$ cat src/rtl/bcd_tick_counter.sv
// Two-digit BCD counter of rising edges on a divided-clock level input.
// A start/stop/clear FSM gates counting; the count wraps to 00 after the
// terminal value MAX_TENS:MAX_ONES and raises a one-cycle carry for the
// next cascaded stage. All outputs are registered.
module bcd_tick_counter #(
   parameter int unsigned MAX_TENS = 5,
   parameter int unsigned MAX_ONES = 9
) (
   input  logic       clk,
   input  logic       rst,
   input  logic       tick_in,
   input  logic       start,
   input  logic       stop,
   input  logic       clear,
   output logic [3:0] ones,
   output logic [3:0] tens,
   output logic       carry,
   output logic       running
);

   localparam logic [1:0] ST_IDLE = 2'd0;
   localparam logic [1:0] ST_RUN  = 2'd1;
   localparam logic [1:0] ST_HOLD = 2'd2;

   localparam logic [3:0] TERM_TENS = 4'(MAX_TENS);
   localparam logic [3:0] TERM_ONES = 4'(MAX_ONES);

   logic [1:0] state_reg, state_next;
   logic       tick_q_reg;
   logic       edge_reg;
   logic [3:0] ones_reg, ones_next;
   logic [3:0] tens_reg, tens_next;
   logic       carry_reg, carry_next;
   logic       running_reg;
   logic       count_en;
   logic       at_terminal;

   // Rising-edge detector on the tick level; the detected edge is registered
   // so the count updates one cycle after tick_in is first sampled high.
   // tick_q resets high so a tick already high at reset release is ignored.
   always_ff @(posedge clk) begin
      if (rst) begin
         tick_q_reg <= 1'b1;
         edge_reg   <= 1'b0;
      end else begin
         tick_q_reg <= tick_in;
         edge_reg   <= tick_in & ~tick_q_reg;
      end
   end

   // FSM next state: clear beats stop beats start.
   always_comb begin
      state_next = state_reg;
      if (clear) begin
         state_next = ST_IDLE;
      end else if (stop) begin
         if (state_reg == ST_RUN) begin
            state_next = ST_HOLD;
         end
      end else if (start) begin
         if (state_reg == ST_IDLE || state_reg == ST_HOLD) begin
            state_next = ST_RUN;
         end
      end
   end

   // Counting only from an already-running state, so a start arriving with
   // an edge does not count that edge.
   assign count_en    = (state_reg == ST_RUN) && edge_reg && !clear && !stop;
   assign at_terminal = (tens_reg == TERM_TENS) && (ones_reg == TERM_ONES);

   // BCD increment with wrap at the terminal count; clear zeroes the count.
   always_comb begin
      ones_next  = ones_reg;
      tens_next  = tens_reg;
      carry_next = 1'b0;
      if (clear) begin
         ones_next = 4'd0;
         tens_next = 4'd0;
      end else if (count_en) begin
         if (at_terminal) begin
            ones_next  = 4'd0;
            tens_next  = 4'd0;
            carry_next = 1'b1;
         end else if (ones_reg == 4'd9) begin
            ones_next = 4'd0;
            tens_next = (tens_reg == 4'd9) ? 4'd0 : tens_reg + 4'd1;
         end else begin
            ones_next = ones_reg + 4'd1;
         end
      end
   end

   // State, count, carry and running flag registers.
   always_ff @(posedge clk) begin
      if (rst) begin
         state_reg   <= ST_IDLE;
         ones_reg    <= 4'd0;
         tens_reg    <= 4'd0;
         carry_reg   <= 1'b0;
         running_reg <= 1'b0;
      end else begin
         state_reg   <= state_next;
         ones_reg    <= ones_next;
         tens_reg    <= tens_next;
         carry_reg   <= carry_next;
         running_reg <= (state_next == ST_RUN);
      end
   end

   assign ones    = ones_reg;
   assign tens    = tens_reg;
   assign carry   = carry_reg;
   assign running = running_reg;

endmodule

$ cat config.mk
export PLATFORM = sky130hd
export DESIGN_NAME = bcd_tick_counter
export DESIGN_NICKNAME = d
export VERILOG_FILES = /design/src/rtl/bcd_tick_counter.sv
export SDC_FILE = /design/constraint.sdc
export NUM_CORES = 1
export LEC_CHECK = 0
export CAP_MARGIN = 10
export CORE_MARGIN = 8
export CORE_UTILIZATION = 40
export CTS_CLUSTER_DIAMETER = 30
export DETAILED_ROUTE_END_ITERATION = 10
export MAX_ROUTING_LAYER = met4
export PLACE_DENSITY = 0.75
export SLEW_MARGIN = 25
export SYNTH_ARGS = -nofsm -noshare
export SYNTH_HDL_FRONTEND = slang
export SYNTH_SLANG_ARGS = --single-unit
$ cat constraint.sdc
create_clock -name clk -period 1.5 [get_ports clk]
set_input_delay 0.375 -clock clk [delete_from_list [all_inputs] [get_ports clk]]
set_output_delay 0.375 -clock clk [all_outputs]
set_load 0.005 [all_outputs]
; ---- After elaboration in Yosys (flattened, before gate mapping)
; Index checks and enable logic that the tools add are counted.
[op_classes]
addsub = 2
n_eq_ne = 6
muxes = 11
bitwise = 3
n_reduce_logical = 12
[ops]
columns = op, n
row1 = 4-bit 2-to-1 mux, 5
row2 = 2-bit 2-to-1 mux, 5
row3 = 4-bit by 1-bit adder with 4-bit output (second input constant), 2
row4 = 4-bit equality test (second input constant), 2
row5 = 2-bit by 1-bit equality test with 1-bit output (second input constant), 2
row6 = 4-bit by 3-bit equality test with 1-bit output (second input constant), 1
row7 = 1-bit logical AND, 4
row8 = 3-bit OR reduction, 1
row9 = 2-bit equality test (second input constant), 1
row10 = 1-bit zero test, 2
row11 = 2-bit zero test, 1
row12 = 1-bit inverter, 2
row13 = 2-bit AND reduction, 1
row14 = 2-bit nonzero test, 1
row15 = 2-bit OR reduction, 1
row16 = 1-bit AND, 1
row17 = 1-bit logical OR, 1
row18 = 1-bit 2-to-1 mux, 1
[word_totals]
reg_bits = 14
inputBits = 6
output_inout_bits = 10

; ---- Depth between registers and ports, before layout
; Gate-level depths: netlist (run 1).
[depth]
word_depth = 7
ltp_mapped = 5

; ---- Worst setup path after synthesis (run 1)
; No wires, ideal clock.
[synth_path]
kind = input to register
from = input port clear
to = register ones_reg[3], in the netlist ones[3]
setup_time_ns = 0.074
arrival_ns = 1.321
t_required_ns = 1.426
slack_ns = 0.105
cell_stages = 4
path_cell_list = nand4bb_1 > buf_2 > or4_1 > a31oi_1
[synth_between]
elab_chain_len = 3
[synth_lines]
columns = element, line_no
row1 = start: declaration, 14  ; input logic clear,
row2 = 1-bit zero test, 69  ; assign count_en = (state_reg == ST_RUN) && edge_reg && !clear && !stop;
row3 = 1-bit logical AND (2 in a row), 69
row4 = end signal: assignment, 104  ; ones_reg <= ones_next;
row5 = end: declaration, 31  ; logic [3:0] ones_reg, ones_next;
; Parallel ways exist; a longest one is shown, timed or not.
; A chain may end at the register's enable or synchronous reset.

; ---- Final worst setup path (run 1)
[layout_path]
from = register ones_reg[1], in the netlist ones[1]
to = register ones_reg[1], in the netlist ones[1]
[layout_between]
elab_chain_len = 3
[layout_lines]
columns = element, line_no
row1 = 4-bit by 1-bit adder with 4-bit output / 4-bit equality test (equally long branches), "89, 70, 85"
row2 = 4-bit 2-to-1 mux / 1-bit logical AND (equally long branches), "85, 70"
row3 = 4-bit 2-to-1 mux (*), 81  ; if (at_terminal) begin
; Mark *: on every way between the ends. The rest lies on a longest branch, timed or not.

==> metrics.cfg, run 1 <==
[synthesis]
synthCells=82
netlist-cell-type-count=33
synth-simple-area-share_pct=31.3
yosys.area.top_type=dfxtp_1
syn_area_per_cell_um2=9.06
synth_top_area_share_pct=37.7
synth_top_family_by_area=simple AND/OR/NAND/NOR gates
ys_ff_latch=14
synth_xor_area_share_pct=1.18
yosys_warnings=0
ys_top_cells_by_area=dfxtp_1, ha_1, o311ai_0
yosys.area_share.adder_pct=6.73
synth_compound_area_share_pct=16.2
synth_nets=92
synth_area_um2=743
synth.yosys.seq_area_share_pct=37.7
synth_mux_area_share_pct=2.69

[sta]
min_period_over_period_pct=93.1
worstMarginPinSlew_ps=316
max_freq_mhz=716
slew_violations=0
hold_violations=0
skew_ps=1.61
layout_setup_ws_ps=103
grt_setup_unrepaired=no
period_needed_ps=1400
setup_violations=0
relSlewSlack_pct=78.6
setup_tns_ps=0

[clock_tree]
cts_buffer_depth=2
hold_buffers=0
cts_buffers=3
root_buffer=clkbuf_4
clk_latency_ps=280
cts_tree=done
cts.sinks=14
path_clk_slew_ps=90
htreeDepth=1

[detailed_routing]
first_pass_iters=4
vias=781
ant_nets=0
via_per_inst=5.54
first_iter_violations=40
wire_per_inst_um=13.9
wl_um=1950
drc=0

[worst_setup_path]
start_kind=register
ff2ff_path_depth=5
criticalPathCategory=reg -> reg
critPathArrivalTime_ps=1610
cpMaxStageDelayCell=or4_1
cp_cell_sequence=inv_1 > ha_1 > and3b_1 > or4_1 > a21oi_1
path_max_fanout=4
reg2reg_to=ones[1]
r2r_start=ones[1]
crit_required_ps=1720
max_stage_delay_ps=400
critPathCaptureType=register
r2r_slack_ps=100

[die]
die_x_um=59.1
initial_core_util_pct=42.6
core_um2=1750
dieHeight_um=59.1
core.rowCount=15
io_pins=16
dieArea_um2=3490

[global_routing]
grt_max_degree=10
grt_util_met3_pct=2.17
antenna_found_initial=0
grt_pass1_wl_um=3460
grt_pass1_vias=768
grt-busiest-layer=met2
grt.overflow.total=0
track_usage_pct=13.2
grtUsageMet2_pct=20.6
use_met1_pct=15.4

[worst_hold_path]
min_path_cells=1
hold_path.class=reg -> reg
min_from=tick_q_reg
whs_endpoint=edge_reg

[power]
powerDensity_nw_per_um2=632
p_leak_nw=0.493
peakVddDrop_uv=445

[run_status]
status=completed

[final_layout]
final_common_cell=buf_4
diodes=0
post-route-util_pct=64.4
drive_above_1_share_pct=31.0
layout_common_cells=buf_4, dlygate4sd2_1
syn_to_final_growth_pct=51.2
layout.nets=127
stdcell_count=141

[placement]
gp_congestion=0.803
place_ws_ps=-431
dp.cells=133
hpwl_um=1400
io_buffers=15

[job]
drv_cap=0

[synth_stat cells (all sizes together)]
| cell type | number |
|---|---|
| xnor2 | 1 |
| nor2b | 1 |
| o21ai | 5 |
| nand3 | 3 |
| nand4bb | 1 |
| mux2i | 2 |
| buf | 1 |
| or4 | 3 |
| nor4b | 1 |
| a21oi | 4 |
| o221a | 1 |
| nand2b | 2 |
| o31ai | 3 |
| o311ai | 3 |
| inv | 5 |
| nand4 | 1 |
| o2111ai | 1 |
| a31oi | 1 |
| clkbuf | 2 |
| nand2 | 4 |
| or3 | 3 |
| nor3 | 1 |
| ha | 4 |
| and4bb | 2 |
| nor4bb | 1 |
| dfxtp | 14 |
| nor3b | 2 |
| nand3b | 1 |
| nor2 | 4 |
| and3b | 2 |
| or2 | 2 |
| and4 | 1 |
[per-stage QoR]
| stage | hold slack, ps | cell area, um2 | total power, mW |
|---|---|---|---|
| after floorplan | 371 | 743 | 0.404 |
| after global placement | 380 | 1020 | 0.444 |
| after detailed placement | 387 | 1020 | 0.445 |
| after CTS | 398 | 1110 | 0.716 |
| after global routing | 425 | 1120 | 0.752 |
| final | 393 | 1120 | 0.710 |
[worst max-delay path, delay by kind of cell (launching register included)]
kind                     cells  cell delay, ps
AND/OR/NAND/NOR              2             600
flip-flops                   1             340
adder cells (fa/ha/maj)      1             210
AO/OA/AOI/OAI                1             140
buffers and inverters        1              40
[where the power goes]
| group | internal, mW | total [mW] | switching (mW) |
|---|---|---|---|
| logic | 0.0356 | 0.0612 | 0.0256 |
| clock network | 0.148 | 0.280 | 0.133 |
| registers | 0.366 | 0.369 | 0.00234 |
| total | 0.550 | 0.710 | 0.161 |
[worst max path at each step]
stage | startpoint | end | slack (ps) | cells past startpoint
after floorplan | clear | ones[3] | 100 | 4
after global placement | clear | ones[3] | -380 | 4
after detailed placement | clear | tens[3] | -430 | 5
after CTS | stop | tens[2] | 10 | 4
after global routing | ones[1] | ones[1] | 20 | 5
final | ones[1] | ones[1] | 100 | 5
[cells by family (layout without fill, tap and decap cells)]
| family | count (synthesis) | count (layout) |
|---|---|---|
| compound gates | 18 | 18 |
| xor+xnor | 1 | 1 |
| fa+ha+maj | 4 | 4 |
| buf+inv | 8 | 42 |
| flops | 14 | 14 |
| mux | 2 | 2 |
| simple gates | 35 | 35 |
[what timing repair did]
item	CTS	global route
setup endpoints to repair	15	7
gates resized for setup	28	4
buffers inserted	4	0
pin swaps	2	0
gates cloned	0	0
[cell type report]
class	instances	area [um2]
Tap cell	25	31.3
Fill cell	163	622
Clock buffer	4	36.3
Timing Repair Buffer	33	285
Inverter	5	18.8
Sequential cell	14	304
Multi-Input combinational cell	60	448
[layer usage]
layer / vias up / routed length, um
met3: 2 / 77
met1: 381 / 881
met5: - / 0
li1: 377 / -
met4: 0 / 27
met2: 21 / 967
(Power assumes the default switching activity.)
==> run 2, diff against run 1 <==
- ABC_AREA: not set -> 1
==> run 2 against run 1 <==
  * Count of clock-buffer cells in the layout unchanged
  * Register-to-register slack got worse by 50 ps
  * Clock skew increased by 1.6 ps
  * Sequential cell count unchanged
  * Sequential power about the same
  * Die area increased by 2.2%
==> metrics.cfg, run 2 <==
[worst_setup_path]
ff2ff_path_depth=10  ; was 5
crit_family=simple AND/OR/NAND/NOR gates  ; unchanged
reg2reg_to=tens[2]  ; was ones[1]
crit_buf_inv=2  ; was 1
crit_required_ps=1690  ; was 1720 ps
cp_cell_sequence=buf_4 > inv_1 > ha_2 > nand2_1 > nor2_4 > nand3_1 > nand2_1 > nand2_1 > nand2_1 > nor2_2  ; was inv_1 > ha_1 > and3b_1 > or4_1 > a21oi_1
criticalPathCategory=reg -> reg  ; unchanged
max_stage_delay_ps=330  ; was 400 ps
start_kind=register  ; unchanged
r2r_start=ones[1]  ; unchanged
crit_top_cell=nand2_1
critPathCaptureType=register  ; unchanged
r2r_slack_ps=50  ; was 100 ps
critPathArrivalTime_ps=1640  ; was 1610 ps
cpMaxStageDelayCell=dfxtp_2  ; was or4_1
path_max_fanout=3  ; was 4

[synthesis]
async_flop_share_pct=0  ; unchanged
synth.yosys.seq_area_share_pct=36.6  ; was 37.7%
ys_ff_latch=14  ; unchanged
netlist-cell-type-count=21  ; was 33
synth-edff-count=0  ; unchanged
synth_area_um2=766  ; was 743 um2
yosys_warnings=0  ; unchanged
yosys.area.top_type=dfxtp_1  ; unchanged
syn_area_per_cell_um2=7.58  ; was 9.06 um2
yosysMostFrequentCell=nand2_1  ; was dfxtp_1
ys_top_cells_by_area=dfxtp_1, nand2_1, ha_1  ; was dfxtp_1, ha_1, o311ai_0
synth_flop_cell=dfxtp_1  ; unchanged
synth_top_area_share_pct=36.6  ; was 37.7%
synthCells=101  ; was 82
synthTopCellsByCount=nand2_1, dfxtp_1, inv_1  ; was dfxtp_1, inv_1, o21ai_0
synth_nets=111  ; was 92

[placement]
io_buffers=15  ; unchanged
hpwl_um=1360  ; was 1400 um
dp.cells=150  ; was 133
place_ws_ps=-74.6  ; was -431 ps
dpl_cell_area_um2=1000  ; was 1020 um2
gp_congestion=0.900  ; was 0.803

[die]
core.rowCount=16  ; was 15
dieArea_um2=3570  ; was 3490 um2
die_x_um=59.8  ; was 59.1 um
core_um2=1880  ; was 1750 um2
initial_core_util_pct=40.7  ; was 42.6%
dieHeight_um=59.8  ; was 59.1 um
io_pins=16  ; unchanged

[sta]
setup_violations=0  ; unchanged
worstMarginPinSlew_ps=253  ; was 316 ps
grt_setup_unrepaired=yes  ; was no
layout_setup_ws_ps=51.1  ; was 103 ps
min_period_over_period_pct=96.6  ; was 93.1%
skew_ps=3.22  ; was 1.61 ps
relSlewSlack_pct=83.0  ; was 78.6%
max_freq_mhz=690  ; was 716 MHz
period_needed_ps=1450  ; was 1400 ps
hold_violations=0  ; unchanged
slew_violations=0  ; unchanged

[final_layout]
layout.nets=144  ; was 127
diodes=0  ; unchanged
drive_above_1_share_pct=32.3  ; was 31.0%
syn_to_final_growth_pct=45.1  ; was 51.2%
fill_cells=185  ; was 163
stdcell_count=160  ; was 141
design_area_um2=1110  ; was 1120 um2
layout_common_cells=nand2_1, inv_1, buf_4  ; was buf_4, dlygate4sd2_1
final_common_cell=nand2_1  ; was buf_4

[detailed_routing]
wire_per_inst_um=11.9  ; was 13.9 um
wl_um=1910  ; was 1950 um
via_per_inst=4.73  ; was 5.54
vias=757  ; was 781
ant_nets=0  ; unchanged
first_iter_violations=18  ; was 40
drc=0  ; unchanged
first_pass_iters=4  ; unchanged

[global_routing]
grt_max_degree=11  ; was 10
grt.overflow.total=0  ; unchanged
antenna_found_initial=0  ; unchanged
grt_pass1_vias=764  ; was 768
track_usage_pct=12.3  ; was 13.2%
grt_pass1_wl_um=3240  ; was 3460 um

[power]
switching_power_mw=0.152  ; was 0.161 mW
power_frac_seq_pct=53.4  ; was 51.9%
switching_share_pct=21.9  ; was 22.6%
powerDensity_nw_per_um2=627  ; was 632 nW/um2
p_leak_nw=0.566  ; was 0.493 nW
internal_power_mw=0.544  ; was 0.550 mW
power.share.clock_pct=39.2  ; was 39.5%
comb_power_share_pct=7.3  ; was 8.6%
peakVddDrop_uv=685  ; was 445 uV

[clock_tree]
cts.sinks=14  ; unchanged
cts_buffers=3  ; unchanged
clk_latency_ps=280  ; about the same
cts_buffer_depth=2  ; unchanged
root_buffer=clkbuf_4  ; unchanged
cts_tree=done  ; unchanged
htreeDepth=1  ; unchanged
path_clk_slew_ps=90  ; about the same

[worst_hold_path]
hold_path.class=reg -> reg  ; unchanged
min_from=tick_q_reg  ; unchanged
min_path_cells=1  ; unchanged
whs_endpoint=edge_reg  ; unchanged

[run_status]
status=completed  ; unchanged

[job]
drv_cap=0  ; unchanged

-- run 2: cell types whose count changed in the layout (fill, tap and decap cells not counted), sizes merged, moves of 4 or more --
cell	previous run	this run
nand2	4	23
nand3	3	9
nor2	4	18
buf	18	13
dlygate4sd2	9	5
inv	5	14
-- run 2: per-stage QoR --
step                      total power, mW  setup TNS, ps  utilization, %  hold WS [ps]
after floorplan                     0.408              0               -           371
after global placement              0.436           -226            53.3           376
after detailed placement            0.438           -337            53.3           397
after CTS                           0.699              0            57.2           409
after global routing                0.732          -82.9            59.0           421
final                               0.697              0            59.0           408
-- run 2: power by group through the flow --
| stage | logic [mW] | registers, mW | clock network, mW |
|---|---|---|---|
| floorplan | 0.0224 | 0.386 | 0 |
| global placement | 0.0499 | 0.386 | 0 |
| detailed placement | 0.0511 | 0.387 | 0 |
| CTS | 0.0516 | 0.372 | 0.275 |
| global route | 0.0573 | 0.373 | 0.302 |
| finish | 0.0510 | 0.372 | 0.273 |
-- run 2: cell type report --
| class | count | area [um2] | area share (%) |
|---|---|---|---|
| inverter | 14 | 52.6 | 4.73 |
| clock buffer | 4 | 36.3 | 3.27 |
| sequential | 14 | 295 | 26.6 |
| timing repair buffer | 28 | 258 | 23.2 |
| tap | 27 | 33.8 | 3.04 |
| multi-input combinational | 73 | 435 | 39.2 |
-- run 2: cell families after synthesis --
kind of cell	synth area share, %
compound gates	6.37
simple gates	43.6
fa+ha+maj	6.54
flops	36.6
buf+inv	6.86
-- run 2: how the worst max path moves through the flow --
stage	cells past startpoint	end	from	slack (ps)
6_report	10	tens[2]	ones[1]	50
4_1_cts	1	ones[2]	ones[2]	3
2_1_floorplan	8	tens[2]	ones[0]	290
3_3_place_gp	7	ones[2]	stop	-60
3_5_place_dp	8	tens[2]	stop	-70
5_1_grt	10	tens[2]	ones[1]	-40
-- run 2: repair_timing --
item | 4_1_cts | 5_1_grt
pin swaps | 0 | 2
resized for setup | 13 | 8
hold buffers | 0 | 0
endpoints found under the setup margin | 7 | 6
buffers inserted | 4 | 2
-- run 2: routing by layer --
layer / wire, um / track usage, % / vias to the layer above
met1: 792 / 12.9 / 351
met2: 1010 / 21.7 / 14
met5: 0 / - / -
met4: 10 / 2.04 / 0
met3: 96 / 4.52 / 2
li1: - / - / 390
==> run 3, diff against run 2 <==
- CORE_MARGIN: 8 -> 2
==> run 3 against run 2 <==
  * Critical path depth shrank 9
  * First-iteration DRC count grew 11%
  * Sequential share of layout area grew 0.12 points
  * Utilization grew 2.6 points
  * Count of clock-buffer cells in the layout is the same
  * Routed wire length shrank 10%
  * Combinational power shrank 4.1%
  * Total power shrank 0.37%
  * Critical path type is now reg -> out
==> metrics.cfg, run 3 (synthesized netlist as in run 2, its figures left out) <==
[run_status]
status=completed  ; unchanged

[worst_setup_path]
r2r_slack_ps=70  ; was 50 ps
reg2reg_to=tens[2]  ; unchanged
crit_required_ps=1120  ; was 1690 ps
critPathArrivalTime_ps=1070  ; was 1640 ps
crit_buf_inv=1  ; was 2
ff2ff_path_depth=9  ; was 10
path_max_fanout=1  ; was 3
crit_family=buffers and inverters  ; was simple AND/OR/NAND/NOR gates
cp_cell_sequence=clkdlybuf4s50_1  ; was buf_4 > inv_1 > ha_2 > nand2_1 > nor2_4 > nand3_1 > nand2_1 > nand2_1 > nand2_1 > nor2_2
critPathCaptureType=primary output  ; was register
r2r_start=ones[1]  ; unchanged
criticalPathCategory=reg -> out  ; was reg -> reg
start_kind=register  ; unchanged
max_stage_delay_ps=490  ; was 330 ps
cpMaxStageDelayCell=clkdlybuf4s50_1  ; was dfxtp_2

[sta]
max_freq_mhz=691  ; was 690 MHz
slew_violations=0  ; unchanged
hold_violations=0  ; unchanged
skew_ps=2.60  ; was 3.22 ps
min_period_over_period_pct=96.4  ; was 96.6%
worstMarginPinSlew_ps=290  ; was 253 ps
period_needed_ps=1450  ; about the same
relSlewSlack_pct=80.5  ; was 83.0%
grt_setup_unrepaired=no  ; was yes
setup_violations=0  ; unchanged

[power]
p_leak_nw=0.565  ; was 0.566 nW
switching_power_mw=0.148  ; was 0.152 mW
comb_power_share_pct=7.0  ; was 7.3%
power.total_mw=0.694  ; was 0.697 mW
power.share.clock_pct=38.9  ; was 39.2%
peakVddDrop_uv=426  ; was 685 uV
internal_power_mw=0.546  ; was 0.544 mW
switching_share_pct=21.4  ; was 21.9%
powerDensity_nw_per_um2=638  ; was 627 nW/um2
power_frac_seq_pct=54.1  ; was 53.4%

[clock_tree]
cts_buffers=3  ; unchanged
cts_tree=done  ; unchanged
cts.sinks=14  ; unchanged
cts_buffer_depth=2  ; unchanged
htreeDepth=1  ; unchanged
root_buffer=clkbuf_4  ; unchanged
clk_latency_ps=280  ; about the same
path_clk_slew_ps=80  ; was 90 ps

[detailed_routing]
wire_per_inst_um=10.9  ; was 11.9 um
via_per_inst=4.78  ; was 4.73
wl_um=1710  ; was 1910 um
first_iter_violations=20  ; was 18
ant_nets=0  ; unchanged
vias=746  ; was 757
first_pass_iters=4  ; unchanged
drc=0  ; unchanged

[final_layout]
drive_above_1_share_pct=30.5  ; was 32.3%
layout.nets=142  ; was 144
design_area_um2=1090  ; was 1110 um2
diodes=0  ; unchanged
final_common_cell=nand2_1  ; unchanged
syn_to_final_growth_pct=42.0  ; was 45.1%
fill_cells=169  ; was 185
layout_common_cells=nand2_1, inv_1, buf_4  ; unchanged
stdcell_count=156  ; was 160

[die]
dieArea_um2=2280  ; was 3570 um2
die_x_um=47.8  ; was 59.8 um
core.rowCount=15  ; was 16
initial_core_util_pct=43.4  ; was 40.7%
io_pins=16  ; unchanged
dieHeight_um=47.8  ; was 59.8 um
core_um2=1760  ; was 1880 um2

[worst_hold_path]
min_from=tick_q_reg  ; unchanged
whs_endpoint=edge_reg  ; unchanged
min_path_cells=1  ; unchanged
hold_path.class=reg -> reg  ; unchanged

[global_routing]
track_usage_pct=18.7  ; was 12.3%
grt.overflow.total=0  ; unchanged
grt_pass1_wl_um=2890  ; was 3240 um
grt_max_degree=11  ; unchanged
antenna_found_initial=0  ; unchanged
grt_pass1_vias=674  ; was 764

[placement]
hpwl_um=1230  ; was 1360 um
io_buffers=15  ; unchanged
dpl_cell_area_um2=1000  ; about the same
gp_congestion=0.860  ; was 0.900
dp.cells=148  ; was 150

[job]
drv_cap=0  ; unchanged

-- run 3: changes by cell type in the layout (fill, tap and decap cells not counted) --
cell	delta
buf_6	-1
ha_1	+1
dlymetal6s2s_1	+1
dfxtp_4	-2
dfxtp_2	+2
ha_2	-1
dlygate4sd2_1	-2
buf_4	-1
clkdlybuf4s50_1	+1
-- run 3: cell type report --
type                            instances  area, um2  area share (%)
Timing Repair Buffer                   26        244            22.4
Multi-Input combinational cell         73        433            39.8
Clock buffer                            4       36.3            3.34
Sequential cell                        14        290            26.7
Inverter                               14       52.6            4.83
Tap cell                               25       31.3            2.88
-- run 3: layer usage --
| metal | global-route usage [%] | wire, um |
|---|---|---|
| met4 | 7.57 | 22 |
| met3 | 5.66 | 77 |
| met2 | 29.3 | 840 |
| met1 | 22.0 | 767 |
| met5 | - | 0 |
-- run 3: timing repair --
item                       CTS  global route
setup buffers                3             1
gates resized for setup     10             6
hold buffers                 0             0
setup endpoints to repair    7             7
pin swaps                    0             1
-- run 3: worst max-delay path by stage --
stage               slack [ps]  depth (start not counted)  endpoint    start
finish                      50                          1     carry    carry
global route                20                          1     carry    carry
detailed placement         -90                          7   tens[2]     stop
global placement           -50                          7   ones[3]    clear
floorplan                  290                          8   tens[2]  ones[0]
CTS                          4                          1   tens[1]  tens[1]
-- run 3: power groups by stage --
stage | logic [mW] | clock network [mW] | registers [mW]
after detailed placement | 0.0484 | 0 | 0.386
after global routing | 0.0540 | 0.295 | 0.376
after global placement | 0.0481 | 0 | 0.386
final | 0.0489 | 0.270 | 0.375
after floorplan | 0.0224 | 0 | 0.386
after CTS | 0.0490 | 0.278 | 0.376
-- run 3: through the flow --
| stage | setup TNS, ps | setup slack, ps | hold slack [ps] | utilization, % |
|---|---|---|---|---|
| global placement | -180 | -46.5 | 378 | 56.7 |
| floorplan | 0 | 293 | 371 | - |
| global route | 0 | 22.0 | 442 | 61.6 |
| detailed placement | -434 | -90.7 | 386 | 56.7 |
| CTS | 0 | 4.01 | 400 | 60.4 |
| finish | 0 | 53.7 | 399 | 61.6 |
